==> src/rtl/inst_fetch_stage_pkg.sv <==
// -----------------------------------------------------------------------------
// inst_fetch_stage_pkg
// Shared encodings for the instruction-fetch stage:
//   PC_*        controller next-PC source select (3 bits)
//   if_state_e  IF FSM states IF_IDLE / IF_REQ / IF_HOLD / IF_KILL
//   INST_NOP    instruction presented when the output buffer is empty
// -----------------------------------------------------------------------------
package inst_fetch_stage_pkg;

  localparam logic [2:0] PC_NEXT     = 3'd0;
  localparam logic [2:0] PC_JUMP     = 3'd1;
  localparam logic [2:0] PC_BRANCH   = 3'd2;
  localparam logic [2:0] PC_FWD_DATA = 3'd3;

  localparam logic [31:0] INST_NOP = 32'h0000_0000;

  typedef enum logic [1:0] {
    IF_IDLE = 2'd0,
    IF_REQ  = 2'd1,
    IF_HOLD = 2'd2,
    IF_KILL = 2'd3
  } if_state_e;

endpackage

==> src/rtl/inst_fetch_stage_next_pc.sv <==
// -----------------------------------------------------------------------------
// if_next_pc
// Combinational redirect-target mux for the fetch stage.
// Ports:
//   pc_src_i       controller PC source select
//   id_pc_plus4_i  PC+4 of the instruction in ID
//   id_imm_ext_i   sign-extended immediate (branch word offset)
//   id_jidx_i      26-bit jump index
//   id_rs_fwd_i    forwarded rs value (register jump target)
//   target_o       redirect target, always word aligned
//   misalign_o     register-jump target had non-zero low bits
// Unknown select codes fall through to id_pc_plus4_i.
// -----------------------------------------------------------------------------
module if_next_pc
  import inst_fetch_stage_pkg::*;
#(
  parameter int ADDR_W = 32
) (
  input  logic [2:0]        pc_src_i,
  input  logic [ADDR_W-1:0] id_pc_plus4_i,
  input  logic [31:0]       id_imm_ext_i,
  input  logic [25:0]       id_jidx_i,
  input  logic [31:0]       id_rs_fwd_i,
  output logic [ADDR_W-1:0] target_o,
  output logic              misalign_o
);

  always_comb begin
    target_o   = id_pc_plus4_i;
    misalign_o = 1'b0;
    case (pc_src_i)
      // Offset is in words; the add wraps naturally at 2^ADDR_W.
      PC_BRANCH:   target_o = id_pc_plus4_i + (id_imm_ext_i << 2);
      PC_JUMP:     target_o = {id_pc_plus4_i[ADDR_W-1:ADDR_W-4], id_jidx_i, 2'b00};
      PC_FWD_DATA: begin
        target_o   = {id_rs_fwd_i[ADDR_W-1:2], 2'b00};
        misalign_o = |id_rs_fwd_i[1:0];
      end
      default: ;
    endcase
  end

endmodule

==> src/rtl/inst_fetch_stage.sv <==
// -----------------------------------------------------------------------------
// inst_fetch_stage
// IF stage of the 5-stage MIPS pipeline. Owns the PC, runs a req/ack fetch to
// instruction memory and presents {inst, pc, pc_plus4, if_valid} to IF/ID.
// Ports:
//   clk, rst            clock, synchronous active-high reset
//   if_rst              stage flush, same effect as rst
//   if_en               1: IF/ID consumes the current output this cycle
//   pc_src              next-PC source; anything but PC_NEXT with if_en redirects
//   id_pc_plus4, id_imm_ext, id_jidx, id_rs_fwd   redirect operands from ID
//   imem_req/imem_addr  fetch request, held with a stable address until imem_ack
//   imem_ack/imem_rdata response strobe and instruction word
//   inst, pc, pc_plus4, if_valid   registered output buffer
//   if_misalign         one-cycle pulse: register-jump target not word aligned
//   dbg_if_state        current FSM state (if_state_e encoding)
// Optional: define IF_PERF_CNT_EN to add perf_fetch_cnt, perf_kill_cnt and
// perf_stall_cnt outputs.
//
// Handshake: a request is raised with imem_addr and both stay unchanged until
// the cycle imem_ack is high; that cycle completes the transfer. The memory
// cannot be back-pressured, so an ack arriving while the output buffer is
// full and not consumed is parked in a one-word pending register and the FSM
// stops requesting (HOLD) until the consumer drains it.
// -----------------------------------------------------------------------------
module inst_fetch_stage
  import inst_fetch_stage_pkg::*;
#(
  parameter int                ADDR_W   = 32,
  parameter logic [ADDR_W-1:0] RESET_PC = '0
) (
  input  logic              clk,
  input  logic              rst,
  input  logic              if_rst,
  input  logic              if_en,
  input  logic [2:0]        pc_src,
  input  logic [ADDR_W-1:0] id_pc_plus4,
  input  logic [31:0]       id_imm_ext,
  input  logic [25:0]       id_jidx,
  input  logic [31:0]       id_rs_fwd,
  output logic              imem_req,
  output logic [ADDR_W-1:0] imem_addr,
  input  logic              imem_ack,
  input  logic [31:0]       imem_rdata,
  output logic [31:0]       inst,
  output logic [ADDR_W-1:0] pc,
  output logic [ADDR_W-1:0] pc_plus4,
  output logic              if_valid,
  output logic              if_misalign,
  output logic [1:0]        dbg_if_state
`ifdef IF_PERF_CNT_EN
  ,
  output logic [31:0]       perf_fetch_cnt,
  output logic [31:0]       perf_kill_cnt,
  output logic [31:0]       perf_stall_cnt
`endif
);

  localparam logic [ADDR_W-1:0] WORD_STEP = ADDR_W'(4);

  if_state_e         state_q, state_d;
  logic              req_q, req_d;
  logic [ADDR_W-1:0] addr_q, addr_d;
  logic [ADDR_W-1:0] nfpc_q, nfpc_d;      // next fetch PC
  logic [31:0]       inst_q, inst_d;
  logic [ADDR_W-1:0] pc_q, pc_d;
  logic [ADDR_W-1:0] pc4_q, pc4_d;
  logic              valid_q, valid_d;
  logic              mis_q, mis_d;
  logic [31:0]       pend_inst_q, pend_inst_d;
  logic [ADDR_W-1:0] pend_pc_q, pend_pc_d;
  logic              pend_v_q, pend_v_d;

  logic              redirect;
  logic [ADDR_W-1:0] target;
  logic              target_mis;
  logic [ADDR_W-1:0] ack_pc4;

  if_next_pc #(.ADDR_W(ADDR_W)) u_next_pc (
    .pc_src_i      (pc_src),
    .id_pc_plus4_i (id_pc_plus4),
    .id_imm_ext_i  (id_imm_ext),
    .id_jidx_i     (id_jidx),
    .id_rs_fwd_i   (id_rs_fwd),
    .target_o      (target),
    .misalign_o    (target_mis)
  );

  assign redirect = if_en && (pc_src != PC_NEXT);
  assign ack_pc4  = addr_q + WORD_STEP;

  always_comb begin
    state_d     = state_q;
    req_d       = req_q;
    addr_d      = addr_q;
    nfpc_d      = nfpc_q;
    inst_d      = inst_q;
    pc_d        = pc_q;
    pc4_d       = pc4_q;
    valid_d     = valid_q;
    mis_d       = 1'b0;
    pend_inst_d = pend_inst_q;
    pend_pc_d   = pend_pc_q;
    pend_v_d    = pend_v_q;

    // IF/ID takes the buffer whenever if_en is high; it empties unless refilled below.
    if (if_en) begin
      valid_d = 1'b0;
      inst_d  = INST_NOP;
    end

    // No delay slot: a redirect drops whatever IF currently holds.
    if (redirect) begin
      nfpc_d   = target;
      mis_d    = target_mis;
      pend_v_d = 1'b0;
    end

    case (state_q)
      IF_IDLE: begin
        state_d = IF_REQ;
        req_d   = 1'b1;
        addr_d  = nfpc_d;
      end

      IF_REQ: begin
        if (imem_ack) begin
          if (redirect) begin
            // Response belongs to the wrong path; reissue at the target at once.
            addr_d = target;
          end else begin
            nfpc_d = ack_pc4;
            if (!valid_q || if_en) begin
              valid_d = 1'b1;
              inst_d  = imem_rdata;
              pc_d    = addr_q;
              pc4_d   = ack_pc4;
              if (if_en) begin
                addr_d = ack_pc4;
              end else begin
                state_d = IF_HOLD;
                req_d   = 1'b0;
              end
            end else begin
              pend_v_d    = 1'b1;
              pend_inst_d = imem_rdata;
              pend_pc_d   = addr_q;
              state_d     = IF_HOLD;
              req_d       = 1'b0;
            end
          end
        end else if (redirect) begin
          state_d = IF_KILL;
        end
      end

      IF_HOLD: begin
        if (redirect) begin
          state_d = IF_REQ;
          req_d   = 1'b1;
          addr_d  = target;
        end else if (if_en) begin
          state_d = IF_REQ;
          req_d   = 1'b1;
          addr_d  = nfpc_q;
          if (pend_v_q) begin
            valid_d  = 1'b1;
            inst_d   = pend_inst_q;
            pc_d     = pend_pc_q;
            pc4_d    = pend_pc_q + WORD_STEP;
            pend_v_d = 1'b0;
          end
        end
      end

      IF_KILL: begin
        // Request stays up at its original address until the stale ack shows.
        if (imem_ack) begin
          state_d = IF_REQ;
          addr_d  = nfpc_d;
        end
      end

      default: state_d = IF_IDLE;
    endcase
  end

  always_ff @(posedge clk) begin
    if (rst || if_rst) begin
      // An in-flight request keeps its address and is drained through KILL so
      // the memory handshake is never abandoned half way.
      if (req_q && !imem_ack) begin
        state_q <= IF_KILL;
        req_q   <= 1'b1;
      end else begin
        state_q <= IF_IDLE;
        req_q   <= 1'b0;
      end
      nfpc_q   <= RESET_PC;
      inst_q   <= INST_NOP;
      pc_q     <= '0;
      pc4_q    <= '0;
      valid_q  <= 1'b0;
      mis_q    <= 1'b0;
      pend_v_q <= 1'b0;
    end else begin
      state_q     <= state_d;
      req_q       <= req_d;
      addr_q      <= addr_d;
      nfpc_q      <= nfpc_d;
      inst_q      <= inst_d;
      pc_q        <= pc_d;
      pc4_q       <= pc4_d;
      valid_q     <= valid_d;
      mis_q       <= mis_d;
      pend_inst_q <= pend_inst_d;
      pend_pc_q   <= pend_pc_d;
      pend_v_q    <= pend_v_d;
    end
  end

  assign imem_req     = req_q;
  assign imem_addr    = addr_q;
  assign inst         = inst_q;
  assign pc           = pc_q;
  assign pc_plus4     = pc4_q;
  assign if_valid     = valid_q;
  assign if_misalign  = mis_q;
  assign dbg_if_state = state_q;

`ifdef IF_PERF_CNT_EN
  logic fetch_ev;
  logic kill_ev;
  logic [31:0] fetch_cnt_q, kill_cnt_q, stall_cnt_q;

  assign fetch_ev = (state_q == IF_REQ) && imem_ack && !redirect;
  assign kill_ev  = imem_ack && ((state_q == IF_KILL) || ((state_q == IF_REQ) && redirect));

  always_ff @(posedge clk) begin
    if (rst || if_rst) begin
      fetch_cnt_q <= '0;
      kill_cnt_q  <= '0;
      stall_cnt_q <= '0;
    end else begin
      if (fetch_ev)            fetch_cnt_q <= fetch_cnt_q + 32'd1;
      if (kill_ev)             kill_cnt_q  <= kill_cnt_q + 32'd1;
      if (valid_q && !if_en)   stall_cnt_q <= stall_cnt_q + 32'd1;
    end
  end

  assign perf_fetch_cnt = fetch_cnt_q;
  assign perf_kill_cnt  = kill_cnt_q;
  assign perf_stall_cnt = stall_cnt_q;
`endif

endmodule
==> config.mk <==
export PLATFORM = sky130hd
export DESIGN_NAME = inst_fetch_stage
export DESIGN_NICKNAME = d
export VERILOG_FILES = /design/src/rtl/inst_fetch_stage_pkg.sv /design/src/rtl/inst_fetch_stage_next_pc.sv /design/src/rtl/inst_fetch_stage.sv
export SDC_FILE = /design/constraint.sdc
export NUM_CORES = 1
export LEC_CHECK = 0
export BUFFER_PORTS_ARGS = -buffer_cell sky130_fd_sc_hd__clkbuf_2
export CAP_MARGIN = 5
export CORE_MARGIN = 2
export CORE_UTILIZATION = 61
export CTS_BUF_LIST = sky130_fd_sc_hd__clkbuf_2
export DETAILED_ROUTE_END_ITERATION = 8
export PLACE_DENSITY = 0.95
export SYNTH_ARGS = -nofsm -noshare
export SYNTH_HDL_FRONTEND = slang
export SYNTH_SLANG_ARGS = --single-unit
==> constraint.sdc <==
create_clock -name clk -period 10.4 [get_ports clk]
set_input_delay 2.08 -clock clk [delete_from_list [all_inputs] [get_ports clk]]
set_output_delay 2.08 -clock clk [all_outputs]
set_load 0.05 [all_outputs]
-- After elaboration in Yosys (flattened, before gate mapping)
Cells that the tools add are included.
- add/sub/neg operators: 3
- eq/ne operators: 24
- muxes and demuxes: 71
- bitwise operators: 4
- reductions and logical operators: 17
- operators with widths (kind ; number):
    32-bit two-way mux ; 30
    32-bit case mux with 2 select lines ; 3
    32-bit case mux with 4 select lines ; 1
    32-bit case mux with 3 select lines ; 1
    32-bit by 3-bit adder with 32-bit output, second input constant ; 2
    32-bit adder ; 1
    1-bit two-way mux ; 22
    2-bit two-way mux ; 10
    3-bit != test, second input constant ; 6
    4-bit != test, second input constant ; 4
    5-bit AND reduction ; 3
    2-bit != test, second input constant ; 7
    2-bit case mux with 4 select lines ; 1
    7-bit AND reduction ; 1
    3-bit by 2-bit equality test with 1-bit output, second input constant ; 2
    6-bit AND reduction ; 1
    5-bit != test, second input constant ; 1
    2-bit equality test, second input constant ; 2
    1-bit inverter ; 4
    1-bit case mux with 2 select lines ; 2
    4-bit nonzero test ; 1
    3-bit by 1-bit equality test with 1-bit output, second input constant ; 1
    1-bit case mux with 3 select lines ; 1
    3-bit nonzero test ; 1
    other kinds (8) ; 11
- flip-flop bits (word level): 230
- input port bits: 162
- word-level logic and storage cells: 131

-- Depth between registers and ports, before layout
- depth in word-level cells: 7
- mapped depth: 12

-- Hierarchy
A second synthesis with hierarchy kept.
- cells, all modules: 1592
- area total of the unflattened synthesis: 13639.3 sq um
- by module, submodules not included (module ; times used ; cells each ; area each (sq um)):
    inst_fetch_stage ; 1 ; 1226 ; 11209.5
    if_next_pc ; 1 ; 366 ; 2429.8

-- Worst setup path before layout
No wires, ideal clock.
- path type: input port to flip-flop
- start: input port if_rst
- end: register pend_inst_q[0], enable pin
- setup time: 0.564 ns
- arrival time: 7.153 ns
- data required time: 9.836 ns
- setup slack: 2.683 ns
- cell stages on the path: 4
- cells stage by stage: or2_2 > clkbuf_1 > clkbuf_1 > nor3_1
- longest elaborated chain between the ends: 3
- RTL lines (item ; line ; text):
    start, declared ; inst_fetch_stage.sv:33 ; input logic if_rst,
    1-bit logical OR ; inst_fetch_stage.sv:188 ; if (rst || if_rst) begin
    1-bit inverter (no source line) ; - ;
    5-bit AND reduction (no source line) ; - ;
    end signal, assigned ; inst_fetch_stage.sv:215 ; pend_inst_q <= pend_inst_d;
    end, declared ; inst_fetch_stage.sv:69 ; logic [31:0] pend_inst_q, pend_inst_d;
Every way passes these cells.
A chain may end at the register's enable or synchronous reset.

-- Worst setup path in the final report
- start: input port pc_src[2]
- end: register addr_q[16] (netlist: imem_addr[16]) (data pin)
- longest elaborated chain between the ends: 5
- RTL lines (item ; line ; text):
    start, declared ; inst_fetch_stage.sv:35 ; input logic [2:0] pc_src,
    3-bit by 2-bit equality test with 1-bit output (tied with other cells) ; inst_fetch_stage_next_pc.sv:31 ; case (pc_src_i)
    32-bit case mux with 3 select lines or 1-bit logical AND (tied branches) ; inst_fetch_stage_next_pc.sv:31, inst_fetch_stage.sv:88 ;
    32-bit two-way mux, on equally long branches ; inst_fetch_stage.sv:112, inst_fetch_stage.sv:127 ;
    32-bit two-way mux, on equally long branches ; inst_fetch_stage.sv:177, inst_fetch_stage.sv:126 ;
    32-bit case mux with 4 select lines * ; inst_fetch_stage.sv:118 ; case (state_q)
    net addr_d[16] ; inst_fetch_stage.sv:62 ; logic [ADDR_W-1:0] addr_q, addr_d;
    end signal, assigned ; inst_fetch_stage.sv:208 ; addr_q <= addr_d;
    end, declared ; inst_fetch_stage.sv:62 ;
The timed path passes the listed nets; every way through them passes the cells marked *. The select of a mux whose other input is x is not followed.

==> results.toml <==
[detailed_routing]
final_antenna_net_count = 0
wirelength_um = 41100
drtIter0Drc = 1651
wl_per_cell_um = 19.9
drc = 0
num_vias = 13300
firstDrtPassIters = 5
viasPerCell = 6.42

[setup_path]
crit_fanout = 34
cp_top_family = "compound AO/OA/AOI/OAI gates"
cp.depth = 7
rr_startpoint = "dbg_if_state[1]$_DFFE_PP_"
crit_required_ns = 10.92
r2r-end = "pc[2]$_SDFFE_PN0P_"
crit_buf_inv = 3
path_cells = "clkbuf_2 -> clkinv_1 -> a21oi_4 -> buf_4 -> o21ai_0 -> a221oi_1 -> a21oi_1"
cp-startpoint = "pc_src[2]"
worstRegToRegCells = 9
critPathLaunchType = "primary input"
worstSetupEndpointType = "flip-flop"
slowest_delay_ns = 0.73
worstPathArrival_ns = 5.03
reg2reg_slack_ns = 6.79
crit_end = "imem_addr[16]$_DFFE_PP_"
crit_type = "primary input to flip-flop"
cp_slowest_cell = "a221oi_1"

[global_route]
first_global_vias = 12400
antenna_found_initial = 1
grt.total_usage = 0.347
met3_usage = 0.0657
use_met2 = 0.553
grt_pass1_wl_um = 63000
grt_max_degree = 89
grt-busiest-layer = "met2"
grt-ovfl-total = 0
met1_usage = 0.463

[timing]
tightest_slew_ns = 1.20
rsz0062_at_grt = "false"
clock.fmax_mhz = 222
setup_viol = 0
finalCritPeriodShare = 0.433
finalClockSkew_ns = 0.0561
period_needed_ns = 4.51
fin_ws_ns = 5.89
hold_viol_final = 0
final.setup.tns_ns = 0
holdWs_ns = 0.459
slew_viol_final = 0
relSlewSlack = 0.199

[synthesis]
ys_ff_latch = 228
synth_seq_area_share = 0.419
async_reset_ff_frac = 0
synth.distinct_cells = 69
yosys_warnings = 0
synth_top_area_cell = "edfxtp_1"
syn_inst = 1496
syn_avg_cell_area_um2 = 8.86
yosys-top-cells-area = "edfxtp_1 22%, dfxtp_1 19%, mux2i_1 6.9%, nand2_1 5.7%, o21ai_0 4.4%"
synth_top_flop_cell = "dfxtp_1"
syn_area_um2 = 13300
synth.top_cell.area_share = 0.224
synthesis.nets = 1694
synth-edff-count = 99

[layout]
final_cell_mix = "385 x clkbuf_2, 202 x nand2_1, 131 x nor2_1"
drive_gt1_frac = 0.241
nFillCells = 1484
nets = 1949
area_growth_pct = 16.0
mostFrequentLayoutCell = "clkbuf_2"

[min_path]
hold_class = "flip-flop to flip-flop"

[floorplanning]
io_pins = 295
die_width_um = 151
die-area_um2 = 22900
core_area_um2 = 21200
fp.dieH_um = 151
placementRows = 53
initial_core_util = 0.627

[placed_design]
place_ws_ns = 5.24
place_hpwl_um = 28500
gp_congestion = 1.01
io_buffers = 292

[clocking]
cts_sinks = 228
insertion_delay_ns = 0.83
numCtsBuffers = 56
cts_resized = 0
cts_hold_buf = 0
cts_post_setup_buffers_inserted = 0
clockBufferDepth = 3
clockRootBuffer = "clkbuf_2"
cts_htree_levels = 2
clk_pin_slew_ns = 0.11
cts_tree = "yes"

[pwr]
peakVddDrop_uv = 93.6
power.total_mw = 2.34
p_leak_nw = 6.11
powerDensity_nw_per_um2 = 152

[run_status]
outcome = "finished clean"

[run]
maxCapViolations = 0
==> metal layers <==
metal / wire length, um / vias up
li1: - / 6057
met4: 1460 / 0
met1: 16300 / 6170
met3: 4360 / 131
met2: 19000 / 923
met5: 0 / -
==> per-stage QoR <==
stage,cells,util,area (um^2)
floorplan,1496,-,13300
global placement,1968,0.701,14800
detailed placement,1968,0.701,14800
CTS,2069,0.727,15400
global route,2070,0.727,15400
finish,2070,0.727,15400
==> area by class of cell <==
cell class,instances,area (um^2),share of cell area
Sequential cell,228,5560,0.361
Antenna cell,1,2.50,0.000163
Inverter,15,56.3,0.00366
Tap cell,275,344,0.0224
Clock inverter,8,83.8,0.00545
Multi-Input combinational cell,1139,7270,0.473
Clock buffer,93,465,0.0303
Timing Repair Buffer,311,1600,0.104
==> cells by family after synthesis <==
group / after synthesis / synth area share
adders and majority gates: 36 / 0.0345
AOI/OAI and AO/OA: 477 / 0.235
and+or+nand+nor: 460 / 0.154
muxes: 91 / 0.0687
buffers and inverters: 129 / 0.0389
DFF: 228 / 0.419
xor gates and xnor gates: 75 / 0.0495
==> worst min path at each step <==
stage,start,endpoint,depth (start not counted)
after floorplan,nfpc_q[15]$_SDFF_PN0_,nfpc_q[15]$_SDFF_PN0_,2
after global placement,pc_plus4[21]$_SDFFE_PN0P_,pc_plus4[21]$_SDFFE_PN0P_,2
after detailed placement,pc_plus4[5]$_SDFFE_PN0P_,pc_plus4[5]$_SDFFE_PN0P_,2
after CTS,pc_plus4[5]$_SDFFE_PN0P_,pc_plus4[5]$_SDFFE_PN0P_,2
after global routing,pc_plus4[19]$_SDFFE_PN0P_,pc_plus4[19]$_SDFFE_PN0P_,2
final,pc_plus4[2]$_SDFFE_PN0P_,pc_plus4[2]$_SDFFE_PN0P_,2
==> synthesized netlist by cell type, types with 6 or more instances <==
cell type / n
o21a_1: 12
a21o_1: 23
and3_1: 14
nand2_1: 203
xor2_1: 37
ha_1: 35
xnor2_1: 38
a211oi_1: 54
o211ai_1: 30
edfxtp_1: 99
a21oi_1: 106
and2_1: 6
buf_2: 10
a31oi_1: 13
and4_1: 10
a22oi_1: 36
nor3_1: 16
nor2_1: 131
o21ai_0: 117
nand2b_1: 9
a22o_1: 34
clkbuf_1: 90
a221oi_1: 9
inv_1: 13
nand3_1: 32
buf_1: 10
mux2i_1: 91
nand4_1: 14
dfxtp_1: 129
==> flip-flops by register name, summed over array words and instances, names as in the netlist <==
| name | cells |
|---|---|
| pend_pc_q | 32 |
| pend_inst_q | 32 |
| pc | 32 |
| imem_addr | 32 |
| nfpc_q | 32 |
| if_valid | 1 |
| pc_plus4 | 30 |
| inst | 32 |
| pend_v_q | 1 |
| imem_req | 1 |
| dbg_if_state | 2 |
| if_misalign | 1 |
==> where the power goes <==
group	switching, mW	internal (mW)
Combinational	0.465	0.207
Clock	0.365	0.280
Sequential	0.0414	0.979
==> tightest hold or removal path, stage by stage (launching register included) <==
cell     delay, ns
dfxtp_1       0.31
nand2_1       0.05
a21oi_1       0.05
(Power assumes the default switching activity.)
